--- config.mk ---
export PLATFORM = sky130hd
export DESIGN_NAME = fp_addsub_pipe
export DESIGN_NICKNAME = d
export VERILOG_FILES = /design/src/rtl/fp_addsub_pipe.sv
export SDC_FILE = /design/constraint.sdc
export NUM_CORES = 1
export LEC_CHECK = 0
export ABC_AREA = 1
export BUFFER_PORTS_ARGS = -buffer_cell sky130_fd_sc_hd__buf_2
export CAP_MARGIN = 0
export CORE_UTILIZATION = 45
export CTS_CLUSTER_DIAMETER = 200
export DETAILED_ROUTE_END_ITERATION = 6
export GPL_ROUTABILITY_DRIVEN = 0
export PLACE_DENSITY = 0.6
export SYNTH_ARGS = -nofsm -noshare
export SYNTH_HDL_FRONTEND = slang
export SYNTH_SLANG_ARGS = --single-unit
--- constraint.sdc ---
create_clock -name clk -period 12.6 [get_ports clk]
set_clock_uncertainty 0.2 [all_clocks]
set_input_delay 2.52 -clock clk [delete_from_list [all_inputs] [get_ports clk]]
set_output_delay 2.52 -clock clk [all_outputs]
set_load 0.005 [all_outputs]
--- src/rtl/fp_addsub_pipe.sv ---
// fp_addsub_pipe: 3-stage pipelined floating-point add/subtract (align, add/normalise, round/pack).
// Define FP_ADDSUB_INEXACT_EN to add the inx (inexact) output.
module fp_addsub_pipe #(
  parameter int EW = 8,
  parameter int MW = 23
) (
  input  logic           clk,
  input  logic           rstn,
  input  logic           in_valid,
  output logic           in_ready,
  input  logic           op_sub,
  input  logic [EW+MW:0] x1,
  input  logic [EW+MW:0] x2,
  output logic           out_valid,
  input  logic           out_ready,
  output logic [EW+MW:0] y,
`ifdef FP_ADDSUB_INEXACT_EN
  output logic           inx,
`endif
  output logic           ovf
);
  localparam int W = 1 + EW + MW;
  localparam int SH = MW + 3;
  localparam logic [EW-1:0] EMAX = '1;
  localparam logic [W-1:0] QB = W'(1) << (MW - 1);
  logic adv;
  assign adv = !out_valid || out_ready;
  assign in_ready = adv;
  logic sa, sb, nan1, nan2, inf1, inf2, swap, sg_c, sp_c;
  logic [W-1:0] spy_c;
  logic [W-2:0] mag_b, mag_s;
  logic [EW-1:0] eb, es;
  logic [31:0] dif, dsh;
  logic [2*SH-1:0] shv;
  always_comb begin
    sa = x1[W-1];
    sb = x2[W-1] ^ op_sub;
    nan1 = &x1[W-2:MW] && |x1[MW-1:0];
    nan2 = &x2[W-2:MW] && |x2[MW-1:0];
    inf1 = &x1[W-2:MW] && !(|x1[MW-1:0]);
    inf2 = &x2[W-2:MW] && !(|x2[MW-1:0]);
    swap = x2[W-2:0] > x1[W-2:0];
    mag_b = swap ? x2[W-2:0] : x1[W-2:0];
    mag_s = swap ? x1[W-2:0] : x2[W-2:0];
    sg_c = swap ? sb : sa;
    eb = |mag_b[W-2:MW] ? mag_b[W-2:MW] : EW'(1);
    es = |mag_s[W-2:MW] ? mag_s[W-2:MW] : EW'(1);
    dif = 32'(eb) - 32'(es);
    dsh = dif > 32'(SH) ? 32'(SH) : dif;
    shv = {|mag_s[W-2:MW], mag_s[MW-1:0], 2'b00, {SH{1'b0}}} >> dsh;
    sp_c = nan1 | nan2 | inf1 | inf2;
    spy_c = nan1 ? (x1 | QB) :
            nan2 ? (x2 | QB) :
            (inf1 && inf2) ? ((sa == sb) ? {sa, EMAX, {MW{1'b0}}} : {1'b1, EMAX, QB[MW-1:0]}) :
            inf1 ? {sa, EMAX, {MW{1'b0}}} : {sb, EMAX, {MW{1'b0}}};
  end
  logic v1, sp1, sg1, sub1, st1;
  logic [W-1:0] spy1;
  logic [EW-1:0] e1;
  logic [MW:0] ma1;
  logic [SH-1:0] mb1;
  logic [MW+4:0] r;
  logic [MW+3:0] nrm;
  logic [EW-1:0] ex_c;
  logic sg2_c;
  int lz, lim, nsh;
  // Left shift is clamped so the exponent never drops below 1; a missing hidden bit then means subnormal.
  always_comb begin
    r = sub1 ? {1'b0, ma1, 3'b000} - {1'b0, mb1, st1} : {1'b0, ma1, 3'b000} + {1'b0, mb1, st1};
    lz = MW + 4;
    for (int i = 0; i < MW + 4; i++) lz = r[i] ? MW + 3 - i : lz;
    lim = int'(e1) - 1;
    nsh = lz < lim ? lz : lim;
    nrm = r[MW+4] ? {r[MW+4:2], r[1] | r[0]} : r[MW+3:0] << nsh;
    ex_c = r[MW+4] ? e1 + 1'b1 : e1 - EW'(nsh);
    ex_c = nrm[MW+3] ? ex_c : '0;
    sg2_c = (r == '0 && sub1) ? 1'b0 : sg1;
  end
  logic v2, sp2, sg2;
  logic [W-1:0] spy2;
  logic [EW-1:0] ex2;
  logic [MW+2:0] n2;
  logic rup, ov_c, inx_c;
  logic [EW+MW-1:0] pk;
  logic [W-1:0] res;
  // Rounding adds into the packed {exp, mant} so mantissa carry bumps the exponent naturally.
  always_comb begin
    rup = n2[2] & (n2[3] | n2[1] | n2[0]);
    pk = {ex2, n2[MW+2:3]} + (EW+MW)'(rup);
    ov_c = !sp2 && (&ex2 || &pk[EW+MW-1:MW]);
    inx_c = !sp2 && (|n2[2:0] || ov_c);
    res = sp2 ? spy2 : ov_c ? {sg2, EMAX, {MW{1'b0}}} : {sg2, pk};
  end
  always_ff @(posedge clk or negedge rstn) begin
    if (!rstn) begin
      v1 <= 1'b0; sp1 <= 1'b0; spy1 <= '0; sg1 <= 1'b0; sub1 <= 1'b0;
      e1 <= '0; ma1 <= '0; mb1 <= '0; st1 <= 1'b0;
      v2 <= 1'b0; sp2 <= 1'b0; spy2 <= '0; sg2 <= 1'b0; ex2 <= '0; n2 <= '0;
      out_valid <= 1'b0; y <= '0; ovf <= 1'b0;
`ifdef FP_ADDSUB_INEXACT_EN
      inx <= 1'b0;
`endif
    end else if (adv) begin
      v1 <= in_valid; sp1 <= sp_c; spy1 <= spy_c; sg1 <= sg_c; sub1 <= sa ^ sb;
      e1 <= eb; ma1 <= {|mag_b[W-2:MW], mag_b[MW-1:0]};
      mb1 <= shv[2*SH-1:SH]; st1 <= |shv[SH-1:0];
      v2 <= v1; sp2 <= sp1; spy2 <= spy1; sg2 <= sg2_c; ex2 <= ex_c; n2 <= nrm[MW+2:0];
      out_valid <= v2; y <= res; ovf <= ov_c;
`ifdef FP_ADDSUB_INEXACT_EN
      inx <= inx_c;
`endif
    end
  end
`ifndef FP_ADDSUB_INEXACT_EN
  logic unused_inx;
  assign unused_inx = inx_c;
`endif
endmodule

Word level (Yosys, flattened, before mapping) --
Index checks and enable logic that the tools add are counted.
Word-level totals: flip-flop bits (word level) 198, output and inout bits 35, word-level logic and storage cells 109
Operators by class: add/sub/neg operators 7, order comparisons 3, equal/unequal tests 1, shift operators 2, muxes and demuxes 46, bitwise gates (word level) 9, reduce and logical (&&, ||, !) cells 23
Operators by type and width (number):
- $mux 32 | 8
- $mux 31 | 3
- $mux 5 | 16
- $shr 52x32->52 | 1
- $reduce_or 23->1 | 2
- $gt 32x5->1 const B | 1
- $mux 4 | 8
- $mux 8 | 4
- $reduce_and 8->1 | 4
- $shl 27x32->27 | 1
- $add 31x1->31 | 1
- $gt 31x31->1 | 1
- $add 27x27->28 | 1
- $logic_not 28->1 | 1
- $mux 28 | 1
- $sub 27x27->28 | 1
- $mux 27 | 1
- $reduce_or 26->1 | 1
- $reduce_or 8->1 | 2
- $lt 6x9->1 | 1
- $sub 8x1->9 const B | 1
- $sub 8x8->9 | 1
- $add 8x1->8 const B | 1
- $sub 8x8->8 | 1
- 9 further kinds | 28

Logic depth before layout (Yosys ltp) --
word-level depth 34, depth in mapped cells 64, gate-level depth less buffers 63

Worst setup path after synthesis --
OpenSTA, ideal clock, no wires.
kind in2reg, start point input x1[8], end point register st1, library setup time 0.122 ns, arrival time 8.097 ns, required time 12.278 ns, slack 4.181 ns, stages on the path 41, path buffers 4, path through inv_1 > ha_1 > nand2_1 > inv_1 > o21ai_0 > a21oi_1 > a2111oi_0 > o31ai_1 > nand3_1 > nand2_1 > nand2_1 > clkbuf_1 > buf_2 > clkbuf_1 > nand2_1 > o21ai_0 > nand2_1 > nor4_1 > [... 5 more ...] > o21ai_0 > a31oi_1 > o2111ai_1 > nor2_2 > inv_2 > buf_2 > o21ai_0 > nand2_1 > nand2_1 > nand2_1 > o21ai_0 > o21ai_0 > nor3_1 > nand3_1 > o21ai_0 > nand3b_1 > nor2_1 > a21oi_1
On the way: longest elaborated chain between the ends 9, elaborated cells on any way between the ends 12, classes of those cells 1 x add/sub; 2 x order compare; 1 x shift; 5 x mux; 3 x reduce/logical
RTL lines:
- start: declaration | line 12 | input logic [EW+MW:0] x1,
- $gt 31x31->1 | line 42 | swap = x2[W-2:0] > x1[W-2:0];
- $mux 31, on equally long branches | line 43, 44
- $reduce_or 8->1, on equally long branches | line 46, 47, 50
- $mux 8, on equally long branches | line 46, 47
- $sub 8x8->9 | line 48 | dif = 32'(eb) - 32'(es);
- $gt 32x5->1 | line 49 | dsh = dif > 32'(SH) ? 32'(SH) : dif;
- $mux 32 | line 49
- $shr 52x32->52 (*) | line 50 | shv = {|mag_s[W-2:MW], mag_s[MW-1:0], 2'b00, {SH{1'b0}}} >> dsh;
- $reduce_or 26->1 (*) | line 106 | mb1 <= shv[2*SH-1:SH]; st1 <= |shv[SH-1:0];
- end signal: assignment | line 106
- end: declaration | line 57 | logic v1, sp1, sg1, sub1, st1;
Mark *: on every way between the ends. The rest lies on a longest branch, timed or not. A chain may end at the register's enable or synchronous reset.

Worst setup path in the final report --
start point input x1[10], end point register st1
Same word-level chain as after synthesis.

==> metrics.md <==
| Metric | Value |
|---|---|
| Worst slew margin | `31.2%` |
| Vias per cell | `5.72` |
| Global routing usage on met3 | `3.32%` |
| Sink Count | `198` |
| Final #Nets | `2,872` |
| Clock-pin slew on the worst setup and hold paths | `0.08 ns` |
| DR iter-0 viols | `2,197` |
| Hold Path Sink | `spy1[23]` |
| Setup repair bufs after CTS | `0` |
| Worst setup margin | `2.25 ns` |
| Slew at the pin with the worst max-slew slack | `1.03 ns` |
| # fillers | `4,030` |
| Drt wl/cell | `19.0 um` |
| F_max | `0.0966 GHz` |
| Row cnt | `71` |
| CTS Hold Bufs | `0` |
| H-Tree Depth | `4` |
| TritonRoute pass-1 iters | `7` |
| Max cap viols | `0` |
| RSZ-0062 raised after global routing | `false` |
| Total negative slack | `0 ns` |
| Total CTS buffers | `17` |
| Vias | `18,400` |
| Pins over their slew limit | `0` |
| Worst reg2reg path startpoint | `ma1[17]` |
| Largest cells by area after synthesis | `dfrtp_1 28%, nand2_1 17%, o21ai_0 8.1%` |
| FFs w/ async S/R, synth | `100%` |
| Fin crit share | `82.1%` |
| GRT Overall Usage | `30.9%` |
| Data required, critical path | `12.75 ns` |
| Status | `finished with violations` |
| Synth top area share | `28.5%` |
| Cell count after synthesis | `2,681` |
| Mapped Avg Cell Area | `6.50 um2` |
| Cells on Worst Hold Path | `2` |
| Pre-CTS setup slack | `1.95 ns` |
| Reg2Reg Setup Slack | `3.90 ns` |
| Post-Layout Inst Area | `18,700 um2` |
| Buf+Inv Stages, Crit Path | `7` |
| PD cells | `239 nW/um2` |
| Gr ovfl total | `0` |
| Synthesis Warnings | `0` |
| CTS tree | `built` |
| Flop and latch count out of synthesis | `198` |
| Synthesis-to-finish area growth | `7.44%` |
| Top delay family on crit path | `compound AO/OA/AOI/OAI gates` |
| Hold wc startpoint | `spy1[23]` |
| R2r endpoint | `ex2[7]` |
| Crit path time final | `10.35 ns` |
| Largest net degree at the start of global routing | `143` |
| Commonest non-fill, non-tap cell in the layout | `nand2_1` |
| CP max stage cell | `nor2_2` |
| Crit path arrival time | `10.50 ns` |
| Core ar. | `37,800 um2` |
| Final Hold Vio Count | `0` |
| Clk buf depth | `2` |
| GR Util met2 | `49.0%` |
| Critical path class | `in -> reg` |
| Synthesized Nets | `2,859` |
| Starting Density | `46.0%` |
| Final setup fails | `0` |
| Most crowded layer after global routing | `met2` |
| Main flop type after synthesis | `dfrtp_1` |
| Post-synth EDFFs | `0` |
| Post-Route WL | `61,000 um` |
| Placed cell areas | `18,100 um2` |
| Max incr delay on CP | `0.73 ns` |
| PortBufs | `103` |
| First-pass GRT wire length | `93,900 um` |
| Vias in the first global route | `16,800` |
| Count of cell types in the netlist | `69` |
| CP startpoint kind | `primary input` |
| Depth of the most critical reg-to-reg path | `50` |
| Most frequent cells in the layout | `808 x nand2_1, 281 x o21ai_0, 280 x inv_1` |
| PostCTS Resize Cnt | `0` |
| CP Capture Type | `flop` |
| Dpl hpwl | `47,000 um` |
| CTS Root Buffer Type | `clkbuf_16` |
| Drc violations | `8` |
| Worst Setup SP | `x1[10]` |
| Layout cells sized above 1 | `7.87%` |
| Worst hold slack | `0.255 ns` |
| Antenna Nets Post-Route | `0` |
| DIE HEIGHT | `199 um` |
| Met1 Track Usage GR | `41.4%` |
| IO Pins | `104` |
| Overall die width | `199 um` |
| DIE AREA | `39,500 um2` |
| Synthesized area | `17,400 um2` |
| Largest area contributor in the netlist | `dfrtp_1` |
| Skew-Pair Late Insertion Delay | `0.47 ns` |
| Multi-input logic area | `10,700 um2` |
| Worst IR drop on VDD | `106 uV` |
| Crit-path max FO | `74` |
| Initial antenna violation count | `1` |
| Register Area | `4950 um2` |
| Leak pwr | `0.00948 uW` |
| Hold WC Path Type | `reg -> reg` |
| Register area share after synthesis | `28.5%` |
| Failing checks | `design-rule violations` |
cells by family (layout without fill, tap and decap cells):
kind of cell | Yosys count | count (layout) | share of synthesized area [%]
other | 0 | 2 | 0
adder cells (fa/ha/maj) | 109 | 109 | 7.96
buffers and inverters | 417 | 443 | 10.0
XOR/XNOR | 46 | 46 | 2.31
AND/OR/NAND/NOR | 1353 | 1353 | 33.1
multiplexers | 9 | 9 | 0.517
flip-flops | 198 | 198 | 28.5
AO/OA/AOI/OAI | 549 | 549 | 17.6
per-layer routing:
metal	wire length [um]	vias up
met5	0	-
met2	27400	787
li1	-	8906
met3	3760	162
met4	3440	0
met1	26400	8578
state kept, by name (all words and copies together), names as in the netlist, 8 cells and up:
register  cells
spy2         32
e1            8
spy1         32
mb1          26
ex2           8
ma1          24
y            32
n2           26
final cells by class:
cell class | count | area share [%]
multi-input combinational | 2066 | 57.3
sequential | 198 | 26.5
inverter | 294 | 5.92
timing repair buffer | 117 | 3.43
tap | 511 | 3.42
clock buffer | 17 | 2.27
clock inverter | 15 | 1.10
antenna | 2 | 0.0267
stage by stage:
step	power (uW)	util [%]	instances
after floorplan	3010	-	2681
after global placement	3780	47.8	3186
after detailed placement	3810	47.8	3186
after CTS	4410	49.4	3218
after global routing	4850	49.4	3219
final	4460	49.4	3220
where the power goes:
group,switching [uW],internal [uW]
Clock,312,278
Combinational,1930,880
Sequential,214,851
Total,2450,2010
cells in the mapped netlist (all sizes together), types with 9 or more instances:
master	instances
nand2	825
o21ai	303
inv	288
nand3	209
nor2	204
dfrtp	198
a21oi	129
ha	106
clkbuf	75
buf	48
nand4	47
xor2	38
nor3	29
a31oi	27
o221ai	23
nor4	17
o22ai	17
o21a	10
mux2i	9
or2	9
worst max path at each step:
stage | cells after the start | slack [ns] | to
after floorplan | 41 | 4.18 | st1
after global routing | 40 | 1.34 | st1
after CTS | 40 | 2.46 | st1
final | 40 | 2.25 | st1
after global placement | 40 | 2.19 | st1
after detailed placement | 40 | 1.95 | st1
worst min-delay path, stage by stage (launching register included):
cell,delay [ns]
dfrtp_1,0.33
inv_1,0.04
nand2_1,0.05
(Power assumes the default switching activity.)
